$ cat src/rtl/burst_xfer_ctrl_pkg.sv
// Shared encodings for the burst transfer controller: one-hot FSM states and
// requester source identifiers.
package burst_xfer_ctrl_pkg;

    typedef enum logic [3:0] {
        ST_IDLE = 4'b0001,
        ST_XFER = 4'b0010,
        ST_DONE = 4'b0100,
        ST_REL  = 4'b1000
    } state_t;

    typedef enum logic {
        SRC0 = 1'b0,
        SRC1 = 1'b1
    } src_t;

endpackage

$ cat src/rtl/burst_xfer_ctrl.sv
// Moves a len+1 beat burst from the granted requester to a shared valid/ready
// sink, signalling completion per requester and flagging grant protocol faults.
module burst_xfer_ctrl
    import burst_xfer_ctrl_pkg::*;
#(
    parameter int WIDTH = 8,
    parameter int LEN_W = 4
) (
    input  logic             clock,
    input  logic             reset,
    input  logic             gnt_0,
    input  logic             gnt_1,
    input  logic [LEN_W-1:0] len_0,
    input  logic [LEN_W-1:0] len_1,
    input  logic [WIDTH-1:0] data_0,
    input  logic [WIDTH-1:0] data_1,
    output logic             rd_0,
    output logic             rd_1,
    output logic             out_valid,
    input  logic             out_ready,
    output logic [WIDTH-1:0] out_data,
    output logic             out_src,
    output logic             out_last,
    output logic             done_0,
    output logic             done_1,
    output logic             err,
    output logic [3:0]       state_dbg
);

    // Sink handshake: a beat transfers on every rising edge where out_valid and
    // out_ready are both high; while out_ready is low out_data, out_src and
    // out_last stay constant, and out_valid never drops until the beat moves
    // or the burst is aborted by grant loss.

    state_t           state, state_nx;
    logic [LEN_W-1:0] cnt, cnt_nx;
    src_t             src, src_nx;
    logic             done_0_nx, done_1_nx, err_nx;
    logic             gnt_src;
    logic             accept;

    assign out_valid = (state == ST_XFER);
    assign out_data  = (src == SRC1) ? data_1 : data_0;
    assign out_last  = out_valid && (cnt == '0);
    assign accept    = out_valid && out_ready;
    assign rd_0      = accept && (src == SRC0);
    assign rd_1      = accept && (src == SRC1);
    assign out_src   = src;
    assign state_dbg = state;
    assign gnt_src   = (src == SRC1) ? gnt_1 : gnt_0;

    always_comb begin
        state_nx  = state;
        cnt_nx    = cnt;
        src_nx    = src;
        done_0_nx = 1'b0;
        done_1_nx = 1'b0;
        err_nx    = 1'b0;
        case (state)
            ST_IDLE: begin
                if (gnt_0 || gnt_1) begin
                    // Requester 0 wins a double grant; the fault is still reported.
                    src_nx   = gnt_0 ? SRC0 : SRC1;
                    cnt_nx   = gnt_0 ? len_0 : len_1;
                    err_nx   = gnt_0 && gnt_1;
                    state_nx = ST_XFER;
                end
            end
            ST_XFER: begin
                if (!gnt_src) begin
                    err_nx   = 1'b1;
                    state_nx = ST_REL;
                end else if (accept) begin
                    if (cnt == '0) begin
                        done_0_nx = (src == SRC0);
                        done_1_nx = (src == SRC1);
                        state_nx  = ST_DONE;
                    end else begin
                        cnt_nx = cnt - LEN_W'(1);
                    end
                end
            end
            ST_DONE: state_nx = ST_REL;
            // Stale grants from the arbiter pipeline are swallowed here.
            ST_REL: begin
                if (!gnt_0 && !gnt_1) begin
                    state_nx = ST_IDLE;
                end
            end
            default: state_nx = ST_IDLE;
        endcase
    end

    always_ff @(posedge clock or negedge reset) begin
        if (!reset) begin
            state  <= ST_IDLE;
            cnt    <= '0;
            src    <= SRC0;
            done_0 <= 1'b0;
            done_1 <= 1'b0;
            err    <= 1'b0;
        end else begin
            state  <= state_nx;
            cnt    <= cnt_nx;
            src    <= src_nx;
            done_0 <= done_0_nx;
            done_1 <= done_1_nx;
            err    <= err_nx;
        end
    end

endmodule

$ cat config.mk
export PLATFORM = sky130hd
export DESIGN_NAME = burst_xfer_ctrl
export DESIGN_NICKNAME = d
export VERILOG_FILES = /design/src/rtl/burst_xfer_ctrl_pkg.sv /design/src/rtl/burst_xfer_ctrl.sv
export SDC_FILE = /design/constraint.sdc
export NUM_CORES = 1
export LEC_CHECK = 0
export CORE_MARGIN = 2
export CORE_UTILIZATION = 41
export CTS_BUF_LIST = sky130_fd_sc_hd__clkbuf_8
export DETAILED_ROUTE_END_ITERATION = 10
export PLACE_DENSITY_LB_ADDON = 0.25
export SYNTH_ARGS = -nofsm -noshare
export SYNTH_HDL_FRONTEND = slang
export SYNTH_SLANG_ARGS = --single-unit
export TNS_END_PERCENT = 100
$ cat constraint.sdc
create_clock -name clock -period 3.17 [get_ports clock]
set_clock_uncertainty 0.1 [all_clocks]
set_input_delay 0.951 -clock clock [delete_from_list [all_inputs] [get_ports clock]]
set_output_delay 0.951 -clock clock [all_outputs]
set_load 0.05 [all_outputs]
==> results of run 1 <==
-- stage by stage --
step | hold WS [ps] | TNS (ps) | instance area, sq um | std cells | setup WS (ps)
after floorplan | 394 | -68.3 | 812 | 78 | -34.2
after global placement | 426 | 0 | 1460 | 154 | 258
after detailed placement | 431 | 0 | 1460 | 154 | 229
after CTS | 439 | 0 | 1500 | 158 | 59.6
after global routing | 463 | 0 | 1510 | 158 | 127
final | 447 | 0 | 1510 | 158 | 203
-- how the worst max path moves through the flow --
stage | start | end | slack (ps)
CTS | state_dbg[3] | rd_1 | 60
detailed placement | out_ready | rd_1 | 230
floorplan | state_dbg[3] | rd_0 | -30
finish | state_dbg[3] | rd_1 | 200
global route | state_dbg[3] | rd_1 | 130
global placement | out_ready | rd_0 | 260
-- power by group --
group	switching (uW)	internal, uW
clock	57.5	85.4
sequential	67.5	217
combinational	491	399
-- cell type report --
type,count,area (sq um),share of cell area [%]
timing repair buffer,52,631,41.9
multi-input combinational,58,477,31.6
sequential,12,302,20.0
clock buffer,3,41.3,2.74
tap,27,33.8,2.24
inverter,5,18.8,1.25
clock inverter,1,3.75,0.249
-- repair_timing --
| action | in CTS | in global routing |
|---|---|---|
| setup endpoints to repair | 0 | 2 |
| buffers inserted | 0 | 0 |
| resized for setup | 0 | 1 |
-- cells in the final DEF (no fill, tap or decap), types with 2 or more instances in the layout --
| cell type | synthesis | routed |
|---|---|---|
| mux2i_1 | 2 | 2 |
| o21ai_0 | 4 | 4 |
| nor2b_1 | 4 | 4 |
| inv_1 | 4 | 5 |
| a21oi_1 | 2 | 2 |
| mux2_2 | 8 | 8 |
| buf_4 | 0 | 4 |
| nor3b_1 | 4 | 4 |
| nand2_1 | 5 | 5 |
| buf_12 | 0 | 12 |
| a211oi_1 | 4 | 4 |
| nor2_1 | 5 | 3 |
| dfrtp_1 | 11 | 11 |
| nor2_2 | 0 | 2 |
| clkbuf_8 | 0 | 3 |
| clkdlybuf4s50_1 | 0 | 36 |
| nor4b_1 | 2 | 2 |
| a311oi_1 | 2 | 2 |
-- logic make-up (layout without fill, tap and decap cells) --
group / count (synthesis) / after routing / synth area share, %
DFF: 12 / 12 / 37.4
adders and majority gates: 1 / 1 / 1.55
AOI/OAI and AO/OA: 19 / 19 / 17.4
and+or+nand+nor: 27 / 27 / 23.7
buffers and inverters: 8 / 61 / 4.65
muxes: 11 / 11 / 15.3
-- registers in the layout, summed over array words and instances (netlist names) --
name,count
cnt,4
done_0,1
done_1,1
err,1
out_src,1
state_dbg,4
-- routing by layer --
layer | vias up | track usage, % | wire, um
li1 | 399 | - | -
met1 | 394 | 25.0 | 897
met2 | 52 | 35.4 | 1130
met3 | 6 | 5.86 | 206
met4 | 0 | 10.5 | 55
met5 | - | 0 | 0
-- critical path, stage by stage (launching register included) --
cell	delay [ps]
dfrtp_1	450
or4b_4	650
inv_2	130
nand2_1	130
nor2_2	160
buf_12	150
==> out/metrics.yaml, run 1 <==
synth_fp_nets: 108
max_freq_mhz: 337
overflow: 0
period_share_pct: 93.6
synth_top_cells_by_count: "dfrtp_1, mux2_2, nand2_1, nor2_1"
slew_viol_final: 0
synth_cell_types: 33
crit_type: "reg2out"
syn_area_sq_um: 807
hold_viol: 0
cts_max_level: 1
dp_hpwl_um: 1810
drt_first_pass_iters: 4
r2r_cells: 3
r2r_slack_ps: 1070
clockBufferDepth: 2
ant_nets: 0
dieArea_sq_um: 2340
worstHoldEndpoint: "cnt[2]"
cts.clk_slew.worst_paths_ps: 50
cp_max_fo: 7
n_fill_cell: 123
groute.usage.overall_pct: 21.2
vias_per_cell: 5.39
grt_max_degree: 14
cts-hold-fix-buffers: 0
synth_top_area_cell: "dfrtp_1"
slew_headroom_pct: 60.2
place.gp.congestion: 0.788
grt_pass1_wl_um: 3810
synth_warnings: 0
crit-reg2reg-launch: "state_dbg[0]"
clk_latency_ps: 240
synthArstFlopShare_pct: 100
holdPathStages: 1
arrival_ps: 1920
num-nets-final: 162
worstHoldStart: "cnt[2]"
area_growth_pct: 86.7
synthTopCellsByArea: "dfrtp_1, mux2_2, a211oi_1, nor3b_1, dfstp_2"
drc: 0
routedWlPerCell_um: 14.5
fp.dieW_um: 48.4
synth-edff-count: 0
cts_buffers: 3
syn_avg_cell_area_sq_um: 10.3
core_region_area_sq_um: 1900
worstMarginPinSlew_ps: 595
rsz0062_at_grt: "false"
p_leak_uw: 0.000624
io_buffers: 48
start_kind: "flop"
clock_sinks: 12
fin_util_pct: 79.2
fin_crit_ps: 2970
wl_um: 2290
floorplan.rows: 16
num_vias: 851
setup_violations: 0
antenna_found_initial: 0
yosysMostFrequentCell: "dfrtp_1"
synthFlopType: "dfrtp_1"
initial_utilization_pct: 42.4
cts_root_buffer: "clkbuf_8"
power_density_nw_per_um2: 875
grt_pass1_vias: 874
ys_seq_area_share_pct: 37.4
outcome: "complete, no violations"
totalPowerFinal_uw: 1320
ys_seq_elements: 12
syn_inst: 78
r2r-end: "cnt[3]"
drtIter0Drc: 10
fp.dieH_um: 48.4
antennaDiodeCount: 0
hold_class: "reg2reg"
ir_drop_v: 0.000594
pin_count: 49
synth_top_cell_area_share_pct: 34.1
cap_violations: 0
worst_ep_required_time_ps: 2120
critPathCaptureType: "primary output"
drive_gt1_share_pct: 27.5
cts_tree: "built"
(Power assumes the default switching activity.)
==> inputs of run 2 (changes only) <==
--- a/config.mk
+++ b/config.mk
@@ -6,10 +6,11 @@
 export NUM_CORES = 1
 export LEC_CHECK = 0
 export CORE_MARGIN = 2
-export CORE_UTILIZATION = 41
+export CORE_UTILIZATION = 40
 export CTS_BUF_LIST = sky130_fd_sc_hd__clkbuf_8
 export DETAILED_ROUTE_END_ITERATION = 10
 export PLACE_DENSITY_LB_ADDON = 0.25
+export SKIP_LAST_GASP = 1
 export SYNTH_ARGS = -nofsm -noshare
 export SYNTH_HDL_FRONTEND = slang
 export SYNTH_SLANG_ARGS = --single-unit
==> run 2 against run 1 <==
Net effect: sequential share of layout area down 0.28 points; sequential power decreased by 2%; critical path depth decreased by 1; non-clock buffer count up 2; worst hold slack improved by 7.3 ps; register-to-register slack worse by 70 ps; die area is 2.3% higher; via count shrank 3.4%; clock power grew 13%; total power increased by 1.9%; combinational power rose by 1%; count of clock-buffer cells in the layout rose by 1.
==> out/metrics.yaml, run 2 (same netlist as run 1, synthesis figures left out) <==
core_region_area_sq_um: 1920
ir_drop_v: 0.000625
totalPowerFinal_uw: 1340
routedWlPerCell_um: 14.4
grt_max_degree: 14
outcome: "complete, no violations"
mostFrequentLayoutCells: "clkdlybuf4s50_1, buf_12, dfrtp_1"
seqPwrFrac_pct: 20.7
antenna_found_initial: 0
switching_share_pct: 45.5
rsz0062_at_grt: "false"
area_growth_pct: 89.3
clk_latency_ps: 240
post_cts_resize_count: 0
hold_viol: 0
io_buffers: 48
cts.clk_slew.worst_paths_ps: 50
power_density_nw_per_um2: 879
start_kind: "flop"
worstMarginPinSlew_ps: 608
overflow: 0
clock_sinks: 12
cap_violations: 0
slew_headroom_pct: 59.0
grt_pass1_wl_um: 3880
num_vias: 822
num-nets-final: 164
cp_max_fo: 7
drtIter0Drc: 16
groute.usage.overall_pct: 20.8
fp.dieH_um: 48.9
pin_count: 49
comb_power_share_pct: 67.2
drc: 0
wl_um: 2300
slew_viol_final: 0
p_leak_uw: 0.000633
floorplan.rows: 16
hold_class: "reg2reg"
ant_nets: 0
cts_max_level: 1
initial_utilization_pct: 42.0
drt_first_pass_iters: 4
fp.dieW_um: 48.9
power.share.clock_pct: 12.1
place.gp.congestion: 0.801
n_fill_cell: 132
dieArea_sq_um: 2390
cts_buffers: 3
layout_commonest_cell: "clkdlybuf4s50_1"
cts_root_buffer: "clkbuf_8"
dp_hpwl_um: 1890
cts-hold-fix-buffers: 0
cts_tree: "built"
crit_type: "reg2out"
antennaDiodeCount: 0
power.switching_uw: 612
worst_ep_required_time_ps: 2120
final_area_sq_um: 1530
drive_gt1_share_pct: 28.6
fin_crit_ps: 2970
period_share_pct: 93.6
max_freq_mhz: 337
fin_util_pct: 79.5
arrival_ps: 1920
clockBufferDepth: 2
internal_power_uw: 732
setup_violations: 0
critPathCaptureType: "primary output"
grt_pass1_vias: 821
vias_per_cell: 5.14
hold_slack_ps: 454
place_area_sq_um: 1470
post_cts_buffers: 0
[run 2: worst max-delay path, cell delays in order, from the launching register on]
cell     delay (ps)
dfrtp_1         450
or4b_1          640
buf_4           210
and2b_1         240
buf_12          140
[run 2: metal layers]
metal / routed length [um] / global-route usage (%) / up-vias
met5: 0 / 0 / -
met4: 10 / 4.29 / 0
met3: 133 / 4.60 / 2
met2: 1220 / 38.1 / 27
met1: 931 / 24.8 / 390
li1: - / - / 403
[run 2: power groups by stage]
stage               registers [uW]  clock network, uW  logic (uW)
finish                         279                162         903
global route                   289                172         952
CTS                            277                166         908
detailed placement             277                  0         904
global placement               273                  0         888
floorplan                      384                  0         435
[run 2: worst paths after layout]
check	start	to	slack, ps	depth (start not counted)
min in group asynchronous	reset	out_src	970	1
max in group asynchronous	reset	state_dbg[0]	1630	1
hold reg to reg	cnt[2]	cnt[2]	450	1
hold / removal	cnt[2]	cnt[2]	450	1
setup reg to reg	state_dbg[3]	cnt[3]	1000	5
setup / recovery	state_dbg[3]	out_last	200	4
[run 2: per-stage QoR]
stage | worst slack, ps | cells | TNS [ps]
after floorplan | -34.2 | 78 | -68.3
after global placement | 257 | 156 | 0
after detailed placement | 218 | 156 | 0
after CTS | 197 | 160 | 0
after global routing | 128 | 160 | 0
final | 203 | 160 | 0
[run 2: final cells by class]
| cell class | count | area (sq um) | share of cell area, % |
|---|---|---|---|
| timing repair buffer | 54 | 646 | 42.3 |
| multi-input combinational | 58 | 473 | 31.0 |
| sequential | 12 | 302 | 19.7 |
| clock buffer | 4 | 55.1 | 3.60 |
| tap | 27 | 33.8 | 2.21 |
| inverter | 5 | 18.8 | 1.23 |
